**config.mk**
```make
export PLATFORM = sky130hd
export DESIGN_NAME = gray_ptr_tracker
export DESIGN_NICKNAME = d
export VERILOG_FILES = /design/src/rtl/gray_ptr_tracker.sv
export SDC_FILE = /design/constraint.sdc
export NUM_CORES = 1
export LEC_CHECK = 0
export CAP_MARGIN = 20
export CORE_MARGIN = 5
export CORE_UTILIZATION = 51
export CTS_BUF_LIST = sky130_fd_sc_hd__clkbuf_8
export DETAILED_ROUTE_END_ITERATION = 10
export GPL_TIMING_DRIVEN = 0
export PLACE_DENSITY = 0.81
export REMOVE_ABC_BUFFERS = 1
export SKIP_CTS_REPAIR_TIMING = 1
export SLEW_MARGIN = 20
export SYNTH_ARGS = -nofsm -noshare
export SYNTH_HDL_FRONTEND = slang
export SYNTH_SLANG_ARGS = --single-unit
```
**constraint.sdc**
```tcl
create_clock -name clk_i -period 4.8 [get_ports clk_i]
set_input_delay 1.2 -clock clk_i [delete_from_list [all_inputs] [get_ports clk_i]]
set_output_delay 1.2 -clock clk_i [all_outputs]
set_load 0.01 [all_outputs]
```
**src/rtl/gray_ptr_tracker.sv**
```systemverilog
// gray_ptr_tracker
// Receive-side tracker for a gray-coded pointer that has already been
// synchronized into the local clock domain.
//   - Decodes each captured gray sample to binary (bin_o).
//   - Accumulates forward steps between captures and offers the total on a
//     valid/ready interface (delta_o / delta_valid_o / delta_ready_i).
//   - Flags captures that differ from the previous capture in more than one
//     bit (err_o, sticky) and accumulator saturation (ovf_o, sticky).
//
// Ports:
//   clk_i          clock, all state updates on the rising edge
//   rst_i          synchronous active-high reset
//   gray_i         gray-coded pointer, read only when sample_i=1
//   sample_i       capture strobe for gray_i
//   clear_i        synchronous soft clear back to INIT
//   bin_o          binary decode of the last captured gray value
//   delta_o        accumulated increment count since the last handshake
//   delta_valid_o  delta_o is nonzero
//   delta_ready_i  consumer accepts delta_o
//   err_o          sticky multi-bit-change flag
//   ovf_o          sticky accumulator saturation flag
//
// state | meaning
// ------+---------------------------------------------------------------
// INIT  | no baseline yet; the next capture only records the pointer
// TRACK | baseline held; captures produce steps and are error-checked

module gray_ptr_tracker #(
  parameter int N = 4
) (
  input  logic         clk_i,
  input  logic         rst_i,
  input  logic [N-1:0] gray_i,
  input  logic         sample_i,
  input  logic         clear_i,
  output logic [N-1:0] bin_o,
  output logic [N-1:0] delta_o,
  output logic         delta_valid_o,
  input  logic         delta_ready_i,
  output logic         err_o,
  output logic         ovf_o
);

  if (N < 1) begin : g_bad_width
    $error("gray_ptr_tracker: N must be at least 1");
  end

  localparam logic [0:0] INIT  = 1'b0;
  localparam logic [0:0] TRACK = 1'b1;

  localparam logic [N-1:0] ONE = N'(1);

  function automatic logic [N-1:0] gray2bin(input logic [N-1:0] g);
    logic [N-1:0] b;
    b[N-1] = g[N-1];
    for (int i = N - 2; i >= 0; i--) begin
      b[i] = b[i+1] ^ g[i];
    end
    return b;
  endfunction

  logic [0:0]   state;
  logic [N-1:0] prev_gray;

  logic [N-1:0] dec;
  logic [N-1:0] diff;
  logic         hd_zero;
  logic         hd_one;
  logic         hd_multi;
  logic         take;
  logic [N-1:0] step;
  logic         handshake;
  logic [N-1:0] base;
  logic [N:0]   sum;
  logic         sat;
  logic [N-1:0] acc_next;

  always_comb begin
    dec       = gray2bin(gray_i);
    diff      = gray_i ^ prev_gray;
    hd_zero   = (diff == '0);
    // Exactly one bit set: nonzero and clearing the lowest set bit leaves zero.
    hd_one    = !hd_zero && ((diff & (diff - ONE)) == '0);
    hd_multi  = !hd_zero && !hd_one;
    take      = sample_i && (state == TRACK);
    // Modular subtraction makes the 2^N-1 -> 0 wrap a step of 1.
    step      = (take && hd_one) ? (dec - bin_o) : '0;
    handshake = delta_valid_o && delta_ready_i;
    // On a handshake the old total leaves; a same-cycle step starts the next one.
    base      = handshake ? '0 : delta_o;
    sum       = {1'b0, base} + {1'b0, step};
    sat       = sum[N];
    acc_next  = sat ? '1 : sum[N-1:0];
  end

  always_ff @(posedge clk_i) begin
    if (rst_i) begin
      state         <= INIT;
      prev_gray     <= '0;
      bin_o         <= '0;
      delta_o       <= '0;
      delta_valid_o <= 1'b0;
      err_o         <= 1'b0;
      ovf_o         <= 1'b0;
    end else if (clear_i) begin
      // bin_o and prev_gray are deliberately kept.
      state         <= INIT;
      delta_o       <= '0;
      delta_valid_o <= 1'b0;
      err_o         <= 1'b0;
      ovf_o         <= 1'b0;
    end else begin
      delta_o       <= acc_next;
      delta_valid_o <= (acc_next != '0);
      if (sat) begin
        ovf_o <= 1'b1;
      end
      if (sample_i) begin
        bin_o     <= dec;
        prev_gray <= gray_i;
        state     <= TRACK;
        if (take && hd_multi) begin
          err_o <= 1'b1;
        end
      end
    end
  end

endmodule

```
== Word-level counts from Yosys, hierarchy flattened ==
Index checks and enable logic that the tools add are counted.

* Register bits after elaboration: 16
* Latch bits: 0
* RAM bits: 0
* ROM bits: 0
* Output and inout bits: 11
* Logic and storage cells: 33
* Memories kept: 0

* Add/subtract/negate cells: 3
* Multiply operators: 0
* Divide/modulo/power cells: 0
* $lt $le $gt $ge: 0
* Equal/unequal tests: 0
* Shift operators: 0
* Muxes and demuxes: 3
* Bitwise operators: 6
* Reduce and logical (&&, ||, !) cells: 14

{| class="wikitable"
|+ Operator list
! kind !! count
|-
| $mux W4 || 3
|-
| $logic_not A4 Y1 || 2
|-
| $logic_and A1 B1 Y1 || 6
|-
| $add A4 B4 Y5 || 1
|-
| $and A4 B4 Y4 || 1
|-
| $reduce_and A2 Y1 || 2
|-
| $reduce_bool A4 Y1 || 1
|-
| $sub A4 B1 Y4 const B || 1
|-
| $sub A4 B4 Y4 || 1
|-
| $xor A4 B4 Y4 || 1
|-
| $xor A1 B1 Y1 || 3
|-
| $logic_not A1 Y1 || 2
|-
| $reduce_or A2 Y1 || 1
|-
| $not A1 Y1 || 1
|}

== Logic depth before layout (Yosys ltp) ==
* Depth in word-level cells: 10
* Gate-level depth with buffers: 12
* Depth with buffers taken out: 12

== Least setup slack after synthesis ==
No wires, ideal clock.

* Path kind: input -> register
* Start: input gray_i[2]
* End: register delta_valid_o
* Library setup time: 0.139 ns
* Data arrival time: 3.617 ns
* Required time: 4.661 ns
* Setup slack: 1.044 ns
* Stages: 11
* Cells stage by stage: xor2_2 > xor2_2 > xnor2_1 > ha_1 > fa_1 > nor3_1 > ha_1 > a21o_1 > a21oi_1 > xor2_1 > a41oi_1

* Elaborated cells on any way between the ends: 16

{| class="wikitable"
|+ RTL lines
! what !! line !! text
|-
| from (decl) || 33 || <nowiki>input logic [N-1:0] gray_i,</nowiki>
|-
| $xor A1 B1 Y1 (*) (2 in series) || 57 || <nowiki>b[i] = b[i+1] ^ g[i];</nowiki>
|-
| net dec[1] || 65 || <nowiki>logic [N-1:0] dec;</nowiki>
|-
| $xor A1 B1 Y1 || 57 ||
|-
| $sub A4 B4 Y4 (*) || 87 || <nowiki>step = (take && hd_one) ? (dec - bin_o) : '0;</nowiki>
|-
| $mux W4 (*) || 87 ||
|-
| $add A4 B4 Y5 (*) || 91 || <nowiki>sum = {1'b0, base} + {1'b0, step};</nowiki>
|-
| $mux W4 (*) || 93 || <nowiki>acc_next = sat ? '1 : sum[N-1:0];</nowiki>
|-
| $reduce_bool A4 Y1 (*) || 114 || <nowiki>delta_valid_o <= (acc_next != '0);</nowiki>
|-
| to (signal assigned) || 114 ||
|-
| to (decl) || 38 || <nowiki>output logic delta_valid_o,</nowiki>
|}

Mark *: on every way through the listed nets, which the timed path passes. The rest lies on a longest branch.
A chain may end at the register's enable or synchronous reset.

== Worst setup path after layout ==
* Start: input gray_i[2]
* End: register delta_valid_o

* Elaborated cells on any way between the ends: 16

{| class="wikitable"
|+ RTL lines
! what !! line
|-
| $xor A1 B1 Y1 (*) || 57
|-
| net dec[2] || 65
|-
| $xor A1 B1 Y1 (*) || 57
|-
| net dec[1] || 65
|-
| $xor A1 B1 Y1 || 57
|-
| $sub A4 B4 Y4 (*) || 87
|-
| $mux W4 (*) || 87
|-
| $add A4 B4 Y5 (*) || 91
|-
| $mux W4 (*) || 93
|-
| $reduce_bool A4 Y1 (*) || 114
|}

Marked as above.

==> metrics <==
path category of the worst min-delay check=reg2reg; top cell type's share of synthesized area=33.5%; CTS H-tree lvls=1; worst vdd rail ir drop=0.264 mV; top-level port count=20; Max Cap Violations=0; slew at the pin closest to its max-slew limit=617 ps; Die H=51.9 um; Reg-to-Reg End=delta_valid_o$_SDFF_PP0_; smallest setup slack after layout=398 ps; number of standard cells after synthesis=104; Static Leakage=0.479 nW; Net Sw Power=0.0851 mW; die extent in x=51.9 um; Slew Viols, Final=0; Worst Setup Start Kind=input port; DR WL met2=906 um; number of sinks handled by clock tree synthesis=15; number of synthesized register bits=15; Worst Hold Slack=468 ps; skew final=4.07 ps; path type of the worst setup path=in2reg; critical path fanouts, max=4; count of distinct cell types in the synthesized netlist=26; initial core utilization=52.5%; total detailed-routing wirelength=1890 um; register area share after synthesis=33.5%; synthesis warning total=0; vias post-DR=758; Final Hold Viols=0; overall fraction of global-route tracks in use=16.7%; highest metal layer used by the detailed router=met4; wire length of the first global-routing pass=3300 um; capture endpoint of the worst hold path=err_o$_SDFFE_PP0P_; per-cell routed wire length=12.7 um; layout-stage area growth over the synthesis result=27.8%; Post-layout nets=142; count of standard-cell rows=15; most common library cell in the layout ignoring fill and taps=sky130_fd_sc_hd__clkdlybuf4s50_1; CTS tree=built; critical path data arrival time=4510 ps; top area cells in the synthesized netlist=sky130_fd_sc_hd__dfxtp_1, sky130_fd_sc_hd__ha_1, sky130_fd_sc_hd__xnor2_1; total internal power=0.216 mW; count of input and output buffers=19; wire length on met1=857 um; antenna cells=0; netlist area before placement=897 um^2; number of failing setup endpoints in the final timing report=0; setup repair after global routing missed its margin=false; cell depth of the worst hold path=2; HPWL after DPL=1500 um; metal3 WL=77 um; TritonRoute pass-1 iters=4; insertion delay of the later-clocked pin in the worst-skew pair=250 ps; combinational power share=21.0%; floorplan core area=0.00171 mm^2; status=finished, final reports clean; worst flop-to-flop path startpoint=bin_o[3]$_SDFFE_PP0P_; clock slew seen by the registers of the worst setup and hold paths=70 ps; Sequential Power Share=43.7%; Die ar.=0.00270 mm^2; count of nets left with antenna violations after detail routing=0; Via density=5.12; final weighted congestion in routability-driven placement=0.767; via count of the first global-routing pass=748; CTS Buf Count=3; proportion of layout cells with a drive suffix above 1=6.50%; Root Buffer Master=sky130_fd_sc_hd__clkbuf_8; total grt overflow=0; Max-slew headroom=58.8%; pin count of the biggest net entering global routing=10; register-to-register path setup slack=2030 ps; switching part of the total power=28.2%; initial antenna violation count=0; final period utilization=91.7%; pre-CTS setup slack=141 ps; commonest cells after routing, fill and taps aside=sky130_fd_sc_hd__clkdlybuf4s50_1, sky130_fd_sc_hd__dfxtp_1, sky130_fd_sc_hd__nand2_1; peak clock frequency supported by timing=227 MHz; fraction of power consumed by the clock network=35.2%; power density of the placed cells=263 mW/mm^2; startpoint of the tightest hold check path=err_o$_SDFFE_PP0P_; fin crit period=4400 ps; post-route DRC violation count=0; accumulated negative setup slack=0 ps; worst path required time=4900 ps; syn_area_per_cell=8.63 um^2; biggest area consumer among synthesized cells=sky130_fd_sc_hd__dfxtp_1; maximum buffer depth of the clock tree=2; capturing element type of the critical path=register; Initial DRC Count=14; number of cell instances on the worst register-to-register path=9
## state kept, by name, indices dropped and copies added, names as in the netlist
register and count:
state 1, delta_o 4, prev_gray 3, bin_o 4, delta_valid_o 1, ovf_o 1, err_o 1
## area by class of cell
class / instances / area [um^2]
Sequential cell: 15 / 300
Inverter: 3 / 11.3
Clock inverter: 1 / 5.00
Multi-Input combinational cell: 82 / 567
Fill cell: 141 / 562
Tap cell: 25 / 31.3
Clock buffer: 3 / 41.3
Timing Repair Buffer: 19 / 190
## logic make-up (layout without fill, tap and decap cells)
kind of cell	count (synthesis)	after routing	synth area share (%)
compound gates	21	21	15.1
xor+xnor	12	12	13.4
fa+ha+maj	9	9	14.2
buf+inv	7	26	3.35
flops	15	15	33.5
mux	1	1	1.12
simple gates	39	39	19.4
## through the flow
step	instance area [um^2]	power, mW	instances	utilization (%)
after floorplan	878	0.174	100	-
after global placement	1100	0.195	144	64.4
after detailed placement	1100	0.198	144	64.4
after CTS	1150	0.302	148	67.1
after global routing	1150	0.315	148	67.1
final	1150	0.301	148	67.1
## Yosys cell counts, drive strengths merged
library cell	n
a32oi	1
a41oi	1
nor2b	2
buf	1
inv	3
xor2	5
nand2b	1
or2	1
o21ai	2
a21o	3
nor2	12
a21oi	10
mux2i	1
o211ai	2
xnor2	7
a211oi	2
nand2	14
nor3	4
clkbuf	3
and2	4
ha	7
and3	1
fa	2
dfxtp	15
## worst max path at each step
stage	slack, ps	from	endpoint	cells past startpoint
2_1_floorplan	1040	gray_i[2]	delta_valid_o$_SDFF_PP0_	11
3_3_place_gp	230	gray_i[2]	delta_valid_o$_SDFF_PP0_	12
3_5_place_dp	140	gray_i[2]	delta_valid_o$_SDFF_PP0_	12
4_1_cts	400	gray_i[2]	delta_valid_o$_SDFF_PP0_	12
5_1_grt	90	gray_i[2]	delta_valid_o$_SDFF_PP0_	12
6_report	400	gray_i[2]	delta_valid_o$_SDFF_PP0_	12
## critical path: stages
cell	delay, ps
sky130_fd_sc_hd__clkdlybuf4s50_1	580
sky130_fd_sc_hd__xor2_2	240
sky130_fd_sc_hd__xor2_2	240
sky130_fd_sc_hd__xnor2_1	200
sky130_fd_sc_hd__ha_1	240
sky130_fd_sc_hd__fa_1	420
sky130_fd_sc_hd__nor3_1	340
sky130_fd_sc_hd__ha_1	290
sky130_fd_sc_hd__a21o_1	150
sky130_fd_sc_hd__a21oi_1	190
sky130_fd_sc_hd__xor2_1	220
sky130_fd_sc_hd__a41oi_1	180
## layer usage
metal	up-vias	global-route usage, %
met5	-	0
met4	0	8.30
met3	5	4.58
met2	19	25.5
met1	347	21.4
li1	387	-
## power by group through the flow
| stage | logic [mW] | clock network [mW] | registers (mW) |
|---|---|---|---|
| final | 0.0633 | 0.106 | 0.132 |
| after detailed placement | 0.0630 | 0 | 0.135 |
| after global placement | 0.0610 | 0 | 0.134 |
| after CTS | 0.0634 | 0.107 | 0.132 |
| after global routing | 0.0712 | 0.111 | 0.133 |
| after floorplan | 0.0384 | 0 | 0.136 |
(Power assumes the default switching activity.)
